File: src/rtl/iic_dsmod_ctrl.sv
// Sample-feed and configuration controller for the delta-sigma modulator.
// Buffers upstream samples, feeds the modulator on its fetch strobe and sequences enable/reset/config.
module iic_dsmod_ctrl #(
    parameter int          DEPTH    = 4,
    parameter logic [15:0] MIDSCALE = 16'h8000
) (
    input  logic                     clk_i,
    input  logic                     rst_n_i,
    input  logic                     enable_i,
    input  logic [15:0]              in_data_i,
    input  logic                     in_valid_i,
    output logic                     in_ready_o,
    input  logic                     cfg_mode_i,
    input  logic [3:0]               cfg_scale_i,
    input  logic [1:0]               cfg_osr_i,
    input  logic                     cfg_upd_i,
    output logic [15:0]              ds_data_o,
    input  logic                     ds_rd_i,
    output logic                     mode_o,
    output logic [3:0]               scale_o,
    output logic [1:0]               osr_o,
    output logic                     mod_rst_n_o,
    output logic [$clog2(DEPTH):0]   fill_o,
    output logic                     underflow_o,
    input  logic                     underflow_clr_i
);

    localparam int AW = $clog2(DEPTH);
    localparam logic [AW:0] FULL_LVL  = (AW+1)'(DEPTH);
    localparam logic [AW:0] PRIME_LVL = (AW+1)'(2);

    localparam logic [1:0] ST_OFF   = 2'd0;
    localparam logic [1:0] ST_PRIME = 2'd1;
    localparam logic [1:0] ST_RUN   = 2'd2;

    logic [1:0]  state;
    logic [1:0]  next_state;
    logic [AW:0] wr_ptr;
    logic [AW:0] rd_ptr;
    logic [AW:0] fill;
    logic [15:0] mem [DEPTH];
    logic        push;
    logic        pop;
    logic        ds_fetch;
    logic        uf_set;
    logic        sh_mode;
    logic [3:0]  sh_scale;
    logic [1:0]  sh_osr;

    // Readiness uses the registered fill only, so a full FIFO refuses a push even when popped.
    assign fill       = wr_ptr - rd_ptr;
    assign fill_o     = fill;
    assign in_ready_o = rst_n_i & enable_i & (fill < FULL_LVL);
    assign push       = in_valid_i & in_ready_o;
    assign ds_fetch   = enable_i & (state == ST_RUN) & ds_rd_i;
    assign uf_set     = ds_fetch & (fill == '0);
    assign pop        = (enable_i & (state == ST_PRIME) & (fill >= PRIME_LVL))
                      | (ds_fetch & (fill != '0));

    always_comb begin
        next_state = state;
        if (!enable_i) begin
            next_state = ST_OFF;
        end else begin
            case (state)
                ST_OFF:   next_state = ST_PRIME;
                ST_PRIME: next_state = (fill >= PRIME_LVL) ? ST_RUN : ST_PRIME;
                ST_RUN:   next_state = ST_RUN;
                default:  next_state = ST_OFF;
            endcase
        end
    end

    always_ff @(posedge clk_i or negedge rst_n_i) begin
        if (!rst_n_i) begin
            state       <= ST_OFF;
            wr_ptr      <= '0;
            rd_ptr      <= '0;
            ds_data_o   <= MIDSCALE;
            mod_rst_n_o <= 1'b0;
            underflow_o <= 1'b0;
        end else begin
            state       <= next_state;
            mod_rst_n_o <= (next_state == ST_RUN);
            underflow_o <= uf_set | (underflow_o & ~underflow_clr_i);
            if (!enable_i) begin
                wr_ptr <= '0;
                rd_ptr <= '0;
            end else begin
                if (push) wr_ptr <= wr_ptr + 1'b1;
                if (pop)  rd_ptr <= rd_ptr + 1'b1;
            end
            // The popped word lands together with mod_rst_n_o rising on entry to RUN.
            if (next_state != ST_RUN)
                ds_data_o <= MIDSCALE;
            else if (pop)
                ds_data_o <= mem[rd_ptr[AW-1:0]];
            else if (uf_set)
                ds_data_o <= MIDSCALE;
        end
    end

    always_ff @(posedge clk_i) begin
        if (push) mem[wr_ptr[AW-1:0]] <= in_data_i;
    end

    // Active config only moves at a sample boundary while running, so osr/mode never glitch mid-sample.
    always_ff @(posedge clk_i or negedge rst_n_i) begin
        if (!rst_n_i) begin
            sh_mode  <= 1'b0;
            sh_scale <= '0;
            sh_osr   <= '0;
            mode_o   <= 1'b0;
            scale_o  <= '0;
            osr_o    <= '0;
        end else begin
            if (cfg_upd_i) begin
                sh_mode  <= cfg_mode_i;
                sh_scale <= cfg_scale_i;
                sh_osr   <= cfg_osr_i;
            end
            if ((state != ST_RUN) || ds_rd_i) begin
                mode_o  <= sh_mode;
                scale_o <= sh_scale;
                osr_o   <= sh_osr;
            end
        end
    end

endmodule

File: config.mk
export PLATFORM = sky130hd
export DESIGN_NAME = iic_dsmod_ctrl
export DESIGN_NICKNAME = d
export VERILOG_FILES = /design/src/rtl/iic_dsmod_ctrl.sv
export SDC_FILE = /design/constraint.sdc
export NUM_CORES = 1
export LEC_CHECK = 0
export CAP_MARGIN = 20
export CELL_PAD_IN_SITES_DETAIL_PLACEMENT = 0
export CELL_PAD_IN_SITES_GLOBAL_PLACEMENT = 1
export CORE_ASPECT_RATIO = 1.4
export CORE_MARGIN = 2
export CORE_UTILIZATION = 43
export DETAILED_ROUTE_END_ITERATION = 8
export GPL_TIMING_DRIVEN = 0
export PLACE_DENSITY = 0.8
export SYNTH_ARGS = -nofsm -noshare
export SYNTH_HDL_FRONTEND = slang
export SYNTH_SLANG_ARGS = --single-unit
File: constraint.sdc
create_clock -name clk_i -period 6.2 [get_ports clk_i]
set_input_delay 0.93 -clock clk_i [delete_from_list [all_inputs] [get_ports clk_i]]
set_output_delay 0.93 -clock clk_i [all_outputs]
set_load 0.02 [all_outputs]
==> results of run 1 <==
area by class of cell:
type / count / area, sq um
clock buffer: 9 / 225
multi-input combinational: 94 / 1040
tap: 107 / 134
fill: 737 / 4050
clock inverter: 7 / 53.8
inverter: 9 / 33.8
sequential: 104 / 2920
buffer: 8 / 36.3
timing repair buffer: 58 / 586
cell usage after synthesis, types with 2 or more instances:
| cell | instances | share of area [%] |
|---|---|---|
| edfxtp_1 | 64 | 48 |
| inv_1 | 8 | 0.74 |
| o21ai_0 | 5 | 0.62 |
| a21oi_1 | 5 | 0.62 |
| clkbuf_1 | 3 | 0.28 |
| dfrtp_1 | 39 | 24 |
| nor2_2 | 2 | 0.31 |
| ha_1 | 6 | 1.9 |
| mux4_2 | 16 | 8.9 |
| a22o_1 | 15 | 3.3 |
| o31ai_1 | 2 | 0.37 |
| and2_1 | 4 | 0.62 |
| mux2_2 | 14 | 3.9 |
| buf_2 | 4 | 0.50 |
| nand2_1 | 8 | 0.74 |
sequential cells by signal (all words and copies together), names as in the netlist:
register	count
sh_scale	4
ds_data_o	16
mod_rst_n_o	1
scale_o	4
mode_o	1
osr_o	2
sh_mode	1
wr_ptr	3
underflow_o	1
rd_ptr	3
sh_osr	2
state	2
mem	64
power by group through the flow:
stage / clock, mW / combinational (mW) / sequential (mW)
after floorplan: 0 / 0.0460 / 0.790
after global placement: 0 / 0.111 / 0.781
after detailed placement: 0 / 0.115 / 0.782
after CTS: 0.543 / 0.115 / 0.767
after global routing: 0.566 / 0.123 / 0.769
final: 0.528 / 0.113 / 0.767
path summary, 6_finish.rpt:
kind	cells past startpoint	slack, ns	startpoint	end
min reg2reg	1	0.51	osr_o[1]$_DFFE_PN0P_	osr_o[1]$_DFFE_PN0P_
max reg2reg	7	3.29	wr_ptr[0]$_DFFE_PN0P_	mem[3][4]$_DFFE_PP_
min	1	0.45	rst_n_i	ds_data_o[8]$_DFFE_PN0P_
max in group asynchronous	2	5.22	rst_n_i	ds_data_o[15]$_DFFE_PN1P_
min in group clk_i	1	0.51	osr_o[1]$_DFFE_PN0P_	osr_o[1]$_DFFE_PN0P_
max	6	2.78	wr_ptr[0]$_DFFE_PN0P_	in_ready_o
per-layer routing:
metal | wire length (um) | share of wire [%] | GRT usage [%] | vias up
li1 | - | - | - | 976
met1 | 2890 | 41 | 17.5 | 1062
met2 | 3660 | 52 | 24.9 | 57
met3 | 281 | 4.0 | 2.86 | 12
met4 | 194 | 2.8 | 8.33 | 0
met5 | 0 | 0 | 0 | -
cells by family (layout without fill, tap and decap cells):
family / Yosys count / in the layout / share of synthesized area, %
mux: 31 / 31 / 13.1
fa+ha+maj: 7 / 7 / 2.36
flops: 104 / 104 / 72.5
simple gates: 24 / 24 / 3.72
compound gates: 31 / 31 / 6.02
buf+inv: 17 / 91 / 1.74
xor+xnor: 1 / 1 / 0.589
metrics by stage:
stage / total power [mW] / std cells
final: 1.41 / 396
after global routing: 1.46 / 396
after CTS: 1.43 / 396
after detailed placement: 0.897 / 380
after global placement: 0.892 / 379
after floorplan: 0.836 / 215
==> results_dict.tcl, run 1 <==
set metrics [dict create \
    io_pins 59 \
    cts_tree "built" \
    ir_drop_uv 156 \
    synth-warning-count 0 \
    grt_pass1_vias 2184 \
    start_kind "flip-flop" \
    numPortBuffers 57 \
    vias_per_cell 5.32 \
    dpl.hpwl_mm 4.72 \
    comb_power_share_pct 8.0 \
    clkSinkCount 104 \
    required_ns 5.27 \
    grt_pass1_wl_mm 11.3 \
    setup_slack_ns 2.78 \
    grt-ovfl-total 0 \
    cp_num_buf_inv 2 \
    die_w_um 85.9 \
    fin_crit_ns 3.42 \
    nNetsFinal 321 \
    rsz0062_at_grt "no" \
    grt_max_degree 34 \
    powerDensity_mw_per_mm2 280 \
    post-cts-setup-buffers 0 \
    cts_hold_buffers 0 \
    max_freq_mhz 292 \
    synth_fp_nets 252 \
    coreArea_sq_mm 0.00908 \
    cp-end-kind "output port" \
    critPathSlowestCell "clkdlybuf4s50_1" \
    clk_path_buf_depth 2 \
    relSlewSlack_pct 38.1 \
    cap_violations 0 \
    grt_usage_pct 14.8 \
    first_pass_iters 7 \
    globalplace.congestion 0.704 \
    dr.first_iter.drc_count 101 \
    synth-seq-cells 104 \
    ys.flop_type "edfxtp_1" \
    leakage_nw 1.85 \
    die_y_um 119 \
    place_area_sq_mm 0.00475 \
    finalHoldViolations 0 \
    cts_max_level 3 \
    worstSkewPairLatency_ns 0.34 \
    wl_per_cell_um 17.7 \
    worst_pin_slew_ns 0.929 \
    cp_max_fo 4 \
    p_sw_uw 317 \
    pwr-share-clk_pct 37.5 \
    status "finished, violations left" \
    critical_path_class "reg -> out" \
    mostFrequentLayoutCells "edfxtp_1, clkdlybuf4s50_1, dfrtp_1" \
    slowest_delay_ns 0.59 \
    synthCells 215 \
    dieArea_sq_mm 0.0102 \
    synth_edf_count 64 \
    holdCritPathClass "in -> async" \
    drive_gt1_share_pct 22.8 \
    ant_nets 0 \
    post_cts_resize_count 0 \
    grt_antenna_before_repair 0 \
    clk_pin_slew_worst_paths_ns 0.07 \
    maxSlewViolCount 0 \
    fin_setup_tns_ns 0 \
    synthToLayoutAreaGrowth_pct 24.8 \
    layout_commonest_cell "edfxtp_1" \
    intPower_mw 1.09 \
    yosysUniqueCellTypes 35 \
    drt_wl_total_mm 7.03 \
    violations "design-rule violations" \
    ys_seq_area_share_pct 72.5 \
    swShare_pct 22.5 \
    row_count 41 \
    p_seq_share_pct 54.5 \
    cp_top_family "buffers and inverters" \
    crit_chain "inv_1 -> ha_1 -> fa_1 -> xnor3_2 -> and3_2 -> clkdlybuf4s50_1" \
    async_reset_ff_share_pct 38.5 \
    initial_utilization_pct 44.4 \
    final_util_pct 55.4 \
    numCtsBuffers 9 \
    clockRootBuffer "clkbuf_16" \
    finalCritPeriodShare_pct 55.2 \
    setup_viol 0 \
    design_area_sq_mm 0.00503 \
    diodes 0 \
    arrival_ns 2.49 \
    hold_ws_ns 0.454 \
    synthesis.area_sq_mm 0.00403 \
    drc_errors 5 \
    vias 2107 \
    dp_slack_ns 2.85 \
    syn_area_per_cell_sq_um 18.8 \
    skew_ns 0.00654 \
]
Power figures use the tool's default switching activity.
==> inputs of run 2 (changes only) <==
--- a/config.mk
+++ b/config.mk
@@ -10,7 +10,7 @@
 export CELL_PAD_IN_SITES_GLOBAL_PLACEMENT = 1
 export CORE_ASPECT_RATIO = 1.4
 export CORE_MARGIN = 2
-export CORE_UTILIZATION = 43
+export CORE_UTILIZATION = 41
 export DETAILED_ROUTE_END_ITERATION = 8
 export GPL_TIMING_DRIVEN = 0
 export PLACE_DENSITY = 0.8
==> constraint.sdc (replaced) <==
create_clock -name clk_i -period 2.8 [get_ports clk_i]
set_input_delay 0.42 -clock clk_i [delete_from_list [all_inputs] [get_ports clk_i]]
set_output_delay 0.42 -clock clk_i [all_outputs]
set_load 0.02 [all_outputs]
==> run 2 against run 1 <==
Effect of this change: the run now ends clean; core utilization fell by 1.9 points; combinational power up 120%; clock power increased by 140%; count of clock-buffer cells in the layout up 3; final cell count rose by 6.6%; sequential share of layout area decreased by 0.71 points; routed wire length grew 1.7%; critical path type unchanged; largest cell class unchanged; largest power group unchanged.
==> results_dict.tcl, run 2 (same netlist as run 1, synthesis figures left out) <==
set metrics [dict create \
    status "finished, final reports clean" \
    worst_pin_slew_ns 0.666 \
    cp_max_fo 4 \
    numPortBuffers 57 \
    setup_viol 0 \
    wl_per_cell_um 16.9 \
    largest_reg_flops 64 \
    max_freq_mhz 368 \
    dp.cells 405 \
    post-cts-setup-buffers 0 \
    die_y_um 121 \
    cp_num_buf_inv 3 \
    ir_drop_uv 586 \
    drc_errors 0 \
    ant_nets 0 \
    finalCritPeriodShare_pct 96.9 \
    powerDensity_mw_per_mm2 627 \
    holdCritPathClass "in -> async" \
    r2r_cells 7 \
    crit_chain "inv_1 -> ha_1 -> fa_1 -> inv_1 -> clkdlybuf4s50_1" \
    dpl.hpwl_mm 4.69 \
    globalplace.congestion 0.720 \
    numCtsBuffers 9 \
    cp-end-kind "output port" \
    regToRegEndpoint "mem[3][1]$_DFFE_PP_" \
    clk_pin_slew_worst_paths_ns 0.07 \
    reg2reg_setup_slack_ns 0.16 \
    fin_setup_tns_ns 0 \
    hold_ws_ns 0.473 \
    critPathSlowestCell "clkdlybuf4s50_1" \
    grt-ovfl-total 0 \
    io_pins 59 \
    vias_per_cell 4.99 \
    rsz0062_at_grt "no" \
    grt_usage_pct 14.4 \
    cts_max_level 3 \
    grt_max_degree 35 \
    grt_pass1_wl_mm 11.4 \
    slowest_delay_ns 0.63 \
    clk_path_buf_depth 2 \
    layout_commonest_cell "edfxtp_1" \
    relSlewSlack_pct 55.6 \
    n_fill_cell 770 \
    first_pass_iters 4 \
    cp_top_family "buffers and inverters" \
    cpMostUsedCell "inv_1" \
    fin_cells 422 \
    finalHoldViolations 0 \
    mostFrequentLayoutCells "edfxtp_1, clkdlybuf4s50_1, dfrtp_1" \
    initial_utilization_pct 42.4 \
    dieArea_sq_mm 0.0107 \
    skew_ns 0.00834 \
    start_kind "flip-flop" \
    timing.rr.start "wr_ptr[0]$_DFFE_PN0P_" \
    worstSkewPairLatency_ns 0.33 \
    dr.first_iter.drc_count 99 \
    cap_violations 0 \
    clockRootBuffer "clkbuf_16" \
    final_util_pct 53.6 \
    grt_pass1_vias 2200 \
    power_mw 3.20 \
    row_count 42 \
    vias 2104 \
    die_w_um 87.8 \
    design_area_sq_mm 0.00509 \
    arrival_ns 2.29 \
    grt_antenna_before_repair 0 \
    leakage_nw 1.87 \
    cts_tree "built" \
    maxSlewViolCount 0 \
    clkSinkCount 104 \
    place_area_sq_mm 0.00478 \
    fin_crit_ns 2.71 \
    drive_gt1_share_pct 23.4 \
    synthToLayoutAreaGrowth_pct 26.3 \
    diodes 0 \
    setup_slack_ns 0.0858 \
    coreArea_sq_mm 0.00951 \
    dp_slack_ns -0.161 \
    drt_wl_total_mm 7.15 \
    nNetsFinal 322 \
    required_ns 2.38 \
    critical_path_class "reg -> out" \
]
run 2: cell types whose count changed in the layout (fill, tap and decap cells not counted), sizes merged:
cell / change
dlygate4sd2: +2
clkbuf: +3
clkdlybuf4s50: -2
bufinv: +1
clkinv: -2
inv: -1
clkinvlp: -1
dlygate4sd3: +1
run 2: where the power goes:
part | internal (mW) | total, mW | leakage, nW | switching [mW]
Sequential | 1.68 | 1.70 | 1.10 | 0.0209
Combinational | 0.129 | 0.252 | 0.634 | 0.123
Clock | 0.720 | 1.25 | 0.143 | 0.526
run 2: final cells by class:
cell class              instances  area, sq um  share of cell area (%)
inverters                       9         33.8                   0.663
plain buffers                   8         36.3                   0.712
clock buffers                  12          246                    4.84
multi-input cells              94         1040                    20.5
clock inverters                 4         51.3                    1.01
repair buffers                 59          593                    11.6
flip-flops and latches        104         2920                    57.4
well taps                     132          165                    3.24
run 2: worst max path at each step:
| stage | from | to | slack (ns) | cells past startpoint |
|---|---|---|---|---|
| global route | wr_ptr[0]$_DFFE_PN0P_ | fill_o[1] | 0.02 | 5 |
| global placement | rst_n_i | mem[3][14]$_DFFE_PP_ | -1.34 | 4 |
| floorplan | wr_ptr[0]$_DFFE_PN0P_ | mem[3][0]$_DFFE_PP_ | 0.31 | 7 |
| detailed placement | wr_ptr[0]$_DFFE_PN0P_ | mem[3][14]$_DFFE_PP_ | -0.16 | 7 |
| CTS | wr_ptr[0]$_DFFE_PN0P_ | fill_o[1] | 0.06 | 5 |
| finish | wr_ptr[0]$_DFFE_PN0P_ | fill_o[1] | 0.09 | 5 |
run 2: what timing repair did:
action                                 4_1_cts  5_1_grt
setup endpoints to repair                   67        0
endpoints found under the hold margin        5        0
resized for setup                            6        0
hold buffers                                 1        0
run 2: metal layers:
metal	up-vias	routed length [um]	track usage (%)
met5	-	0	0
met1	1081	2950	17.5
li1	973	-	-
met4	0	89	5.19
met3	4	283	3.67
met2	46	3820	24.5
==> inputs of run 3 (changes only) <==
--- a/config.mk
+++ b/config.mk
@@ -5,6 +5,7 @@
 export SDC_FILE = /design/constraint.sdc
 export NUM_CORES = 1
 export LEC_CHECK = 0
+export ABC_CLOCK_PERIOD_IN_PS = 2800
 export CAP_MARGIN = 20
 export CELL_PAD_IN_SITES_DETAIL_PLACEMENT = 0
 export CELL_PAD_IN_SITES_GLOBAL_PLACEMENT = 1
@@ -14,6 +15,7 @@
 export DETAILED_ROUTE_END_ITERATION = 8
 export GPL_TIMING_DRIVEN = 0
 export PLACE_DENSITY = 0.8
+export SLEW_MARGIN = 10
 export SYNTH_ARGS = -nofsm -noshare
 export SYNTH_HDL_FRONTEND = slang
 export SYNTH_SLANG_ARGS = --single-unit
==> results of run 3 <==
No change in the layout: final DEF, timing and power equal those of run 2.
